==> src/rtl/digito_pkg.sv <==
`default_nettype none
// ============================================================================
// Package  : digito_pkg
// Purpose  : Shared BCD digit type and constants for the display path.
// Revision : 1.0 - initial release
// ============================================================================
package digito_pkg;

   // One displayed digit: BCD value plus decimal point.
   typedef struct packed {
      logic [3:0] digito;
      logic       dp;
   } BCDnumber_t;

   localparam BCDnumber_t BCD_CERO = '{digito: 4'd0, dp: 1'b0};

   // A digit counts as "zero" for blanking only if its decimal point is off too.
   function automatic logic is_zero(input BCDnumber_t d);
      return (d.digito == 4'd0) && !d.dp;
   endfunction

endpackage
`default_nettype wire

==> src/rtl/digit_blank_mask.sv <==
`default_nettype none
// ============================================================================
// Module   : digit_blank_mask
// Purpose  : Leading-zero blanking mask. Digit i is blanked when blanking is
//            enabled, i is not the least-significant digit, and every digit
//            from i upward is zero with its decimal point off.
// Revision : 1.0 - initial release
// ============================================================================
module digit_blank_mask
   import digito_pkg::*;
#(
   parameter int NRO_DIGITOS = 6
) (
   input  BCDnumber_t [NRO_DIGITOS-1:0] num_s,
   input  logic                         lz_s,
   output logic [NRO_DIGITOS-1:0]       blank_mask
);

   logic [NRO_DIGITOS-1:0] zero_suffix;
   logic                   run;

   // Suffix-AND of zero digits, walking down from the most significant one.
   always_comb begin
      zero_suffix = '0;
      run         = 1'b1;
      for (int i = NRO_DIGITOS - 1; i >= 0; i--) begin
         run            = run & is_zero(num_s[i]);
         zero_suffix[i] = run;
      end
   end

   // Digit 0 always stays visible so a zero value still shows "0".
   assign blank_mask = {zero_suffix[NRO_DIGITOS-1:1] & {(NRO_DIGITOS-1){lz_s}}, 1'b0};

endmodule
`default_nettype wire

==> src/rtl/digit_scanner.sv <==
`default_nettype none
// ============================================================================
// Module   : digit_scanner
// Purpose  : Time-multiplexed common-anode digit driver with PWM brightness,
//            per-digit blink, leading-zero blanking and per-frame snapshot.
// Revision : 1.0 - initial release
// ============================================================================
module digit_scanner
   import digito_pkg::*;
#(
   parameter int NRO_DIGITOS = 6,
   parameter int PWM_STEPS   = 8,
   parameter int BLINK_DIV   = 64
) (
   input  logic                                 clk,
   input  logic                                 rst_n,
   input  logic                                 tick,
   input  BCDnumber_t [NRO_DIGITOS-1:0]         num,
   input  logic [$clog2(PWM_STEPS+1)-1:0]       brillo,
   input  logic [NRO_DIGITOS-1:0]               blink_mask,
   input  logic                                 blank_lz,
   output logic [NRO_DIGITOS-1:0]               out_digit_select,
   output BCDnumber_t                           out_digit_number,
   output logic                                 frame_start
);

   localparam int SUB_W = $clog2(PWM_STEPS);
   localparam int IDX_W = $clog2(NRO_DIGITOS);
   localparam int BRI_W = $clog2(PWM_STEPS + 1);
   localparam int BLK_W = (BLINK_DIV > 1) ? $clog2(BLINK_DIV) : 1;

   localparam logic [SUB_W-1:0] SUB_LAST = SUB_W'(PWM_STEPS - 1);
   localparam logic [IDX_W-1:0] IDX_LAST = IDX_W'(NRO_DIGITOS - 1);
   localparam logic [BLK_W-1:0] BLK_LAST = BLK_W'(BLINK_DIV - 1);

   // Scan and blink state
   logic [SUB_W-1:0] sub,       sub_nxt;
   logic [IDX_W-1:0] idx,       idx_nxt;
   logic [BLK_W-1:0] blink_cnt, blink_cnt_nxt;
   logic             blink_phase, blink_phase_nxt;
   logic             frame_end;

   // Frame-coherent snapshot of the display inputs
   BCDnumber_t [NRO_DIGITOS-1:0] num_s;
   logic [NRO_DIGITOS-1:0]       mask_s;
   logic                         lz_s;

   logic [NRO_DIGITOS-1:0] blank_mask;
   logic                   lit;
   logic [NRO_DIGITOS-1:0] select_nxt;
   BCDnumber_t             number_nxt;

   digit_blank_mask #(
      .NRO_DIGITOS (NRO_DIGITOS)
   ) u_blank (
      .num_s      (num_s),
      .lz_s       (lz_s),
      .blank_mask (blank_mask)
   );

   // Next scan position and blink divider; everything advances only on tick.
   always_comb begin
      sub_nxt         = sub;
      idx_nxt         = idx;
      blink_cnt_nxt   = blink_cnt;
      blink_phase_nxt = blink_phase;
      frame_end       = 1'b0;
      if (tick) begin
         if (sub == SUB_LAST) begin
            sub_nxt = '0;
            if (idx == IDX_LAST) begin
               idx_nxt   = '0;
               frame_end = 1'b1;
            end else begin
               idx_nxt = idx + 1'b1;
            end
         end else begin
            sub_nxt = sub + 1'b1;
         end
      end
      if (frame_end) begin
         if (blink_cnt == BLK_LAST) begin
            blink_cnt_nxt   = '0;
            blink_phase_nxt = ~blink_phase;
         end else begin
            blink_cnt_nxt = blink_cnt + 1'b1;
         end
      end
   end

   // State and snapshot registers; the snapshot reloads only at frame end.
   always_ff @(posedge clk or negedge rst_n) begin
      if (!rst_n) begin
         sub         <= '0;
         idx         <= '0;
         blink_cnt   <= '0;
         blink_phase <= 1'b0;
         num_s       <= {NRO_DIGITOS{BCD_CERO}};
         mask_s      <= '0;
         lz_s        <= 1'b0;
      end else begin
         sub         <= sub_nxt;
         idx         <= idx_nxt;
         blink_cnt   <= blink_cnt_nxt;
         blink_phase <= blink_phase_nxt;
         if (frame_end) begin
            num_s  <= num;
            mask_s <= blink_mask;
            lz_s   <= blank_lz;
         end
      end
   end

   // Decide whether the current digit is lit and form the display values.
   // Brightness saturates naturally: sub never reaches PWM_STEPS.
   always_comb begin
      lit = (BRI_W'(sub) < brillo) && !blank_mask[idx] && !(mask_s[idx] && blink_phase);
      select_nxt = '1;
      number_nxt = BCD_CERO;
      if (lit) begin
         select_nxt[idx] = 1'b0;
         number_nxt      = num_s[idx];
      end
   end

   // Registered outputs, one clock behind the scan state.
   always_ff @(posedge clk or negedge rst_n) begin
      if (!rst_n) begin
         out_digit_select <= '1;
         out_digit_number <= BCD_CERO;
         frame_start      <= 1'b0;
      end else begin
         out_digit_select <= select_nxt;
         out_digit_number <= number_nxt;
         frame_start      <= frame_end;
      end
   end

endmodule
`default_nettype wire
==> config.mk <==
export PLATFORM = sky130hd
export DESIGN_NAME = digit_scanner
export DESIGN_NICKNAME = d
export VERILOG_FILES = /design/src/rtl/digito_pkg.sv /design/src/rtl/digit_blank_mask.sv /design/src/rtl/digit_scanner.sv
export SDC_FILE = /design/constraint.sdc
export NUM_CORES = 1
export LEC_CHECK = 0
export ABC_AREA = 1
export CAP_MARGIN = 20
export CORE_MARGIN = 1.5
export CORE_UTILIZATION = 35
export DETAILED_ROUTE_END_ITERATION = 10
export SYNTH_ARGS = -nofsm -noshare
export SYNTH_HDL_FRONTEND = slang
export SYNTH_SLANG_ARGS = --single-unit
==> constraint.sdc <==
create_clock -name clk -period 3.2 [get_ports clk]
set_input_delay 0.96 -clock clk [delete_from_list [all_inputs] [get_ports clk]]
set_output_delay 0.96 -clock clk [all_outputs]
set_load 0.01 [all_outputs]
# After elaboration in Yosys (flattened, before gate mapping)
# Index checks and enable logic that the tools add are counted.
# W data, S select, Z words.
[classes]
n_addsub = 3
order_cmp = 3
eq_ne = 3
n_mux = 16
n_bitwise = 7
n_reduce_logical = 23
[op_table]
columns = ["cell", "count"]
rows = [
  ["$logic_not A4 Y1", 5],
  ["$bmux W5 S3", 1],
  ["$mux W6", 2],
  ["$mux W5", 2],
  ["$logic_and A1 B1 Y1", 9],
  ["$logic_not A1 Y1", 7],
  ["$add A3 B1 Y3 const B", 2],
  ["$add A6 B1 Y6 const B", 1],
  ["$bmux W1 S3", 2],
  ["$eq A3 B3 Y1 const B", 2],
  ["$eq A6 B6 Y1 const B", 1],
  ["$mux W1", 6],
  ["$mux W3", 2],
  ["$not A6 Y6", 1],
  ["$and A5 B5 Y5", 1],
  ["$and A1 B1 Y1", 4],
  ["$lt A3 B4 Y1", 1],
  ["$lt A3 B4 Y1 const B", 1],
  ["$reduce_and A2 Y1", 2],
  ["$demux W1 S3", 1],
  ["$ge A3 B1 Y1 const B", 1],
  ["$not A1 Y1", 1],
]
[word_totals]
register_bits = 62
in_bits = 44
output_inout_bits = 12

# Depth between registers and ports, before layout
# Gate-level depths: netlist (run 1).
[depth]
word_depth = 13
mapped_depth = 10

# Modules after synthesis
# From an unflattened synthesis (run 1), not the netlist that was laid out.
[hier_totals]
hier_cells = 374
area_unflattened_um2 = 3034.2
[modules_own_cells]
columns = ["module", "n_inst", "cells_each", "area_each_um2"]
rows = [
  ["digit_scanner", 1, 344, 2881.5],
  ["digit_blank_mask", 1, 30, 152.6],
]

# Worst setup path after synthesis (run 1)
# OpenSTA, ideal clock, no wires.
[synth_timing]
kind = "in2reg"
start = "in brillo[1]"
end = "reg out_digit_number[0] in the netlist's numbering"
setup_time_ns = 0.069
arrival_time_ns = 1.893
required_ns = 3.131
slack_ns = 1.237
stages = 7
path_buffers = 0
path_cell_list = "inv_1 -> ha_1 -> a21oi_1 -> o21ai_0 -> a21oi_4 -> nand2_4 -> nor2_2"
[synth_rtl]
columns = ["element", "line", "text"]
rows = [
  ["start, declared", "digit_scanner.sv:19", "input logic [$clog2(PWM_STEPS+1)-1:0] brillo,"],
  ["end signal, assigned", "digit_scanner.sv:134", "out_digit_number <= number_nxt;"],
  ["end, declared", "digit_scanner.sv:23", "output BCDnumber_t out_digit_number,"],
]

# Worst setup path in the final report (run 1)
[layout_timing]
start = "in tick"
end = "reg num_s[29] (netlist name)"
[layout_between]
elab_chain_len = 1
[layout_lines]
columns = ["element", "line", "text"]
rows = [
  ["start, declared", "digit_scanner.sv:17", "input logic tick,"],
  ["$mux W1", "digit_scanner.sv:68", "if (tick) begin"],
]
# No other way between the ends.
# A chain may end at the register's enable or synchronous reset.

==> metrics list, run 1 <==
- The tool flagged a number of max-cap violations equal to 0.
- Cells along the critical path: clkdlybuf4s50_1, nand3_2, inv_2, nand2_4, inv_2, buf_12, nand2_1, o21ai_0
- STA classifies the critical path startpoint as a primary input.
- Summing all flip-flop and latch instances after layout gives about 1600 um^2.
- Vias per inst: approximately 4.6
- The initial utilization of the core area, before any placement, comes to a little over a third.
* Avg Inst Size Synth: approximately 8.5 um^2
- Hold repair after CTS inserted 0 buffers.
* Max rail drop VDD: ~220 uV
* Leading cell types by total area after synthesis: dfrtp_1 47%, nand2_1 14%, dfstp_2 5.3%, o21ai_0 4.6%, inv_1 4.1%
* Total half-perimeter wirelength after legalization and detailed placement: approximately 4800 um
- The placed instances occupy a cell area of around 3600 um^2.
* Power per unit of standard cell area: between 600 and 700 nW/um^2
* Count of boundary I/O pins: 56
- Of the cells placed in the final design, the portion with a size suffix greater than 1 is between 10% and 20%.
- Of the total power, registers draw about two fifths.
- Summed over all cells, the static leakage comes to approximately 1.9 nW.
- Input and output buffers added on the ports amount to 55.
- The routed layout has 2375 vias.
- Initial drt markers: 91
- For the finished layout, the period the worst path requires is between 2 and 2.5 ns.
- Run status: finished clean
- STA classifies the critical path endpoint as a flop.
- Along the worst path, the maximum fanout reaches between 40 and 50.
- Fin Clk Skew: approximately 0.0087 ns
- Relative area change from synthesis to final layout: 29.0%
- First-pass GRT wire length: about 11000 um
- Once layout is complete, the utilization of the core stands at between 40% and 50%.
- Setup repair after global routing left no endpoint under its margin.
- Post-route setup TNS: 0 ns
- Post-route setup slack: ~0.83 ns
- Gates resized during post-CTS repair numbered 0.
- Number of nets produced by synthesis: just under 400
* Total number of H-tree levels: 3
- Counting the buffers created by CTS gives 9.
- The largest single stage delay on the critical path is around 0.6 ns.
- Worst-margin pin slew: between 0.7 and 0.8 ns
- Number of fill cells in the layout: between 800 and 900
- The initialized floorplan defines 33 standard-cell rows.
- At the worst endpoint, the required time is approximately 3.5 ns.
- Global Route Usage Sum: around 16%
- Clock latency on the worst-skew pair: approximately 0.34 ns
- Of all cell types, the one taking the most synthesized area is dfrtp_1.
* Crit path buffers/inverters: 4
- The number of antenna diodes in the final layout is 0.
- Most common cell after layout, fill and taps aside: nand2_1
- Number of global-route vias before repair: ~2400
* Worst hold-check path type: flop to flop
- Number of antenna violations at the first check in global routing: 0
- Among cell families on the critical path, the largest total delay comes from buffers and inverters.
* Worst slew slack as a fraction of its limit: between 50% and 60%
* Post-synth cell types: 33
- Critical Path AT: between 2 and 3 ns
- TritonCTS built the clock tree.
- Synth Warn #: 0
- For the worst flop-to-flop path, the logic depth is 7.
* Proportion of total power due to net switching: roughly a third
- Number of remaining DRC errors: 0
- Remaining antenna violation count after routing: 0
- Total congestion overflow: 0
- For this design the total switching power over the nets is around 870 uW.
- Per report_power, the clock group accounts for between 20% and 30% of the total.
* Setup Fix Bufs, Post-CTS: 0
- Sequential area share after synthesis: between 50% and 60%
- Internal power comes to between 1.5 and 2 mW.
- Nets: around 450
- The longest clock path from root to sink contains 2 buffers.
- The slowest stage of the critical path is the clkdlybuf4s50_1 cell.
- Post-Synthesis Cell Area: 2950 um^2
* Chip height: 94.8 um
- Crit. path cell count: 8
* Num Clock Sinks: between 60 and 70
- The final critical path takes up 74.1% of the cycle.
- Entering global routing, the biggest net connects 50 pins.
- Leaving out fill and tap cells, the most frequent cells in the layout are 111 x nand2_1, 56 x dfrtp_1, 54 x clkdlybuf4s50_1.
* Weighted congestion reported at the end of routability-driven placement: about 0.85
- First drt pass iteration count: 4
* Pre-CTS WS: ~0.47 ns
- The share of total power dissipated in combinational logic is ~30%.
- The max-slew violation count is 0.
* Floorplan Core Area: a little over 8000 um^2
- Setup CP Type: primary input to flop
- Setup violations remaining at the end of the flow were counted as 0.
- In this run, synthesis produced a sequential element count of 62.
- Cell repeated most along the worst path: inv_2
* Fmax: approximately 420 MHz
- Post-route cell area: between 3000 and 4000 um^2
- The die is around 95 um wide.
- Clock tree root buffer cell: clkbuf_8
- Area used by multi-input combinational logic: 1170 um^2
- Total Routed Length: 6550 um
* Gate count of the mapped netlist: 346
* Clk slew on worst S/H paths: around 0.070 ns
* Area share of the leading cell type in the synthesized netlist: between 40% and 50%
- Along the worst hold path, the cell count comes to 2.
* Post-DR wirelength/cell: ~13 um
- Final count of hold timing violations: 0
* Total die area: roughly 9000 um^2
[tightest hold or removal path: stages, from the launching register on]
cell and delay (ns):
dfrtp_1 0.34, nand2_1 0.05, nand2_1 0.05
[per-stage QoR]
step	hold WS, ns	cells	power [mW]
4_1_cts	0.486	513	2.61
5_1_grt	0.521	513	2.76
6_report	0.479	513	2.58
2_1_floorplan	0.449	346	1.59
3_3_place_gp	0.468	497	1.89
3_5_place_dp	0.467	497	1.90
[cells by family after synthesis]
group                    synth area share (%)
multiplexers                            0.381
adder cells (fa/ha/maj)                  2.12
XOR/XNOR                                0.890
AO/OA/AOI/OAI                            9.45
AND/OR/NAND/NOR                          26.8
flip-flops                               52.8
buffers and inverters                    7.50
[flip-flops by register name, summed over array words and instances, names as in the netlist, 3 cells and up]
signal / flops
blink_cnt: 6
idx: 3
mask_s: 6
num_s: 30
out_digit_number: 5
out_digit_select: 6
sub: 3
[synth_stat cells, drive strengths merged]
| library cell | count |
|---|---|
| clkbuf | 3 |
| a31oi | 2 |
| a21oi | 17 |
| dfstp | 6 |
| nand3 | 22 |
| xor2 | 3 |
| dfrtp | 56 |
| buf | 8 |
| o21ai | 29 |
| inv | 38 |
| nand2 | 115 |
| nand3b | 1 |
| a211oi | 1 |
| o22ai | 1 |
| nand4 | 2 |
| mux2 | 1 |
| nor3 | 3 |
| ha | 5 |
| nor2 | 32 |
| nor3b | 1 |
[routing by layer]
layer / track usage, % / up-vias / part of all wire, %
li1: - / 1206 / -
met1: 20.3 / 1095 / 46
met2: 25.0 / 64 / 47
met3: 4.67 / 10 / 4.2
met4: 7.46 / 0 / 1.9
met5: 0 / - / 0
[power by group through the flow]
| stage | Sequential (mW) | Combinational (mW) | Clock [mW] |
|---|---|---|---|
| final | 1.08 | 0.795 | 0.698 |
| after global routing | 1.10 | 0.895 | 0.760 |
| after CTS | 1.08 | 0.801 | 0.723 |
| after detailed placement | 1.10 | 0.799 | 0 |
| after global placement | 1.10 | 0.791 | 0 |
| after floorplan | 1.05 | 0.539 | 0 |
[path summary, 6_finish.rpt]
path	start	to	slack [ns]
max	tick	num_s[29]	0.83
min reg2reg	mask_s[2]	mask_s[2]	0.48
min	mask_s[2]	mask_s[2]	0.48
max reg2reg	idx[0]	num_s[29]	1.23
min in group asynchronous	rst_n	num_s[2]	0.68
max in group asynchronous	rst_n	out_digit_select[2]	1.86
[final cells by class]
cell class / instances / area share, %
clock buffers: 11 / 3.98
clock inverters: 5 / 1.51
inverters: 38 / 3.94
multi-input cells: 235 / 30.8
flip-flops and latches: 62 / 41.0
well taps: 105 / 3.45
repair buffers: 57 / 15.4
Power figures use the tool's default switching activity.
==> run 2: changes to the inputs <==
- clock period: 3.2 -> 2.35 ns (I/O delays scaled with it)
==> metrics list, run 2 (synthesis results as in run 1) <==
- In this design, the stage delay of the slowest critical-path cell is roughly 0.53 ns.
- Proportion of total power due to net switching: between 30 and 40%
- Top fanout value on the critical path: 1
- Max capacitance violation total: 0
* Number of cells upsized or downsized after cts: 0
* Total Routed Length: approximately 6700 um
- Clock tree root buffer cell: clkbuf_8
* Power per unit of standard cell area: between 800 and 900 nW/um^2
* Hold buffer count at CTS: 0
- Max rail drop VDD: approximately 310 uV
- Final setup violation count: 0
* Final standard cell count with taps included and fillers excluded: between 500 and 600
* Crit path buffers/inverters: 1
- The worst path in the final design needs a cycle of between 2 and 2.5 ns, including I/O delays and setup.
* Worst slew slack as a fraction of its limit: ~60%
- After clock tree synthesis, the setup repair step added 0 buffers.
- For this run, the top clock speed supported by timing is 472 MHz.
- STA classifies the critical path endpoint as an output pin.
- STA puts the critical path data required time at roughly 1.6 ns.
* Number of remaining DRC errors: 0
- Total number of H-tree levels: 3
* Most common cell after layout, fill and taps aside: nand2_1
- The max-slew violation count came to 0.
- The flow ran to the end, and the final reports show no timing, DRC or antenna violations.
- Pre-CTS WS: -0.0418 ns
* Max Buffers Root-to-Sink: 2
* Clock latency on the worst-skew pair: about 0.35 ns
- The register with the most flip-flops in the layout has 30 of them.
* Weighted congestion reported at the end of routability-driven placement: around 0.8
* Number of buffers created by CTS: 9
* Total die area: ~9000 um^2
* Number of placement rows: 33
* Switching power of the nets: about 1.2 mW
- After legalization and detailed placement, the total HPWL measured approximately 4900 um.
- The share of total power dissipated in sequential elements is 44.4%.
- For this run, the post-layout net count is roughly 460.
- The share of total power dissipated in the clock network is between 20% and 30%.
- Combinational logic burns 32.2% of the power.
- Diodes inserted: 0
- Most flops, register: num_s
- Worst hold-check path type: primary input to async pin
- In the final routed layout, each cell accounts on average for ~13 um.
- The die is roughly 95 um wide.
- Final cycle utilization of the critical path: between 90% and 100%
- The analysis attributes to cell leakage a power of approximately 1.9 nW.
- Fin Clk Skew: slightly below 0.01 ns
* PortBufs: 55
- Startpoint type of the worst setup path: flop
- Num Clock Sinks: between 60 and 70
- The cell family contributing the most delay on the critical path is flip-flops.
* Number of global-route vias before repair: between 2000 and 2500
- Clk slew on worst S/H paths: about 0.070 ns
- Number of fill cells in the layout: around 820
- The number of placed instances, taps included, is 500.
- Entering global routing, the biggest net connects 63 pins.
- Vias per inst: about 4.6
- Initial drt markers: around 130
- Setup CP Type: flop to output pin
* Routed vias: ~2400
- Worst hold slack: 0.352 ns
* Count of boundary I/O pins: 56
- Cells along the critical path: clkdlybuf4s50_1
- Final count of hold timing violations: 0
- Floorplan Core Area: 8180 um^2
* Remaining antenna violation count after routing: 0
* Critical Path AT: about 1.4 ns
* Share of cells above drive strength 1: roughly an eighth
- Cell at the slowest stage of the critical path: dfstp_2
- In the layout the commonest cells are 111 x nand2_1, 56 x dfrtp_1, 54 x clkdlybuf4s50_1.
- Int Power: ~2.1 mW
- Compared with the post-synthesis result, the final layout area differs by 28.4%.
- Setup slack closes at approximately 0.23 ns.
- For the pin with the worst max-slew slack, the measured transition is approximately 0.62 ns.
- Chip height: around 95 um
- TritonCTS clock tree: done
- Starting utilization of the core area: 36.1%
- Before antenna repair, the detailed router went through 5 iterations.
- In the global route stage, overall resource usage came out at 16.6%.
- RSZ-0062 raised after global routing: no
- The first global-routing pass estimated 11200 um of wire.
- Global routing finished with a remaining overflow of 0.
* Number of antenna violations at the first check in global routing: 0
-- run 2: cell count changes in the layout (fill, tap and decap cells not counted), moves of 2 or more --
cell / before / now
buf_4: 0 / 2
clkbuf_1: 0 / 2
clkbuf_8: 11 / 9
clkinv_2: 2 / 4
clkinv_4: 2 / 0
-- run 2: final timing paths --
kind                                           from                   to  slack [ns]  depth (start not counted)
worst max-delay path            out_digit_select[2]  out_digit_select[2]        0.23                          1
worst min-delay path                          rst_n            num_s[16]        0.35                          2
worst max register to register               idx[0]  out_digit_number[3]        0.48                          9
worst min register to register             num_s[3]             num_s[3]        0.49                          2
max in group asynchronous                     rst_n  out_digit_select[5]        1.69                          2
min in group clk                           num_s[3]             num_s[3]        0.49                          2
-- run 2: metal layers --
metal	GRT usage (%)	vias to the layer above	part of all wire, %
li1	-	1217	-
met1	21.8	1097	48
met2	26.0	51	47
met3	3.70	9	4.1
met4	7.84	0	1.5
met5	0	-	0
-- run 2: cell type report --
cell class / count / area, um^2 / area share, %
well taps: 105 / 131 / 3.47
flip-flops and latches: 62 / 1560 / 41.1
clock inverters: 5 / 27.5 / 0.726
repair buffers: 60 / 621 / 16.4
multi-input cells: 235 / 1170 / 30.9
clock buffers: 11 / 131 / 3.47
inverters: 38 / 150 / 3.96
-- run 2: per-stage QoR --
stage | TNS, ns | power (mW) | cell area, um^2 | util, %
2_1_floorplan | 0 | 2.17 | 2950 | -
3_3_place_gp | 0 | 2.55 | 3630 | 44.4
3_5_place_dp | -0.180 | 2.58 | 3630 | 44.4
4_1_cts | 0 | 3.37 | 3790 | 46.4
5_1_grt | 0 | 3.59 | 3790 | 46.4
6_report | 0 | 3.33 | 3790 | 46.4
-- run 2: power by group through the flow --
stage / clock network (mW) / registers (mW) / logic, mW
2_1_floorplan: 0 / 1.43 / 0.734
3_3_place_gp: 0 / 1.49 / 1.06
3_5_place_dp: 0 / 1.50 / 1.08
4_1_cts: 0.800 / 1.48 / 1.09
5_1_grt: 0.850 / 1.51 / 1.23
6_report: 0.780 / 1.48 / 1.07
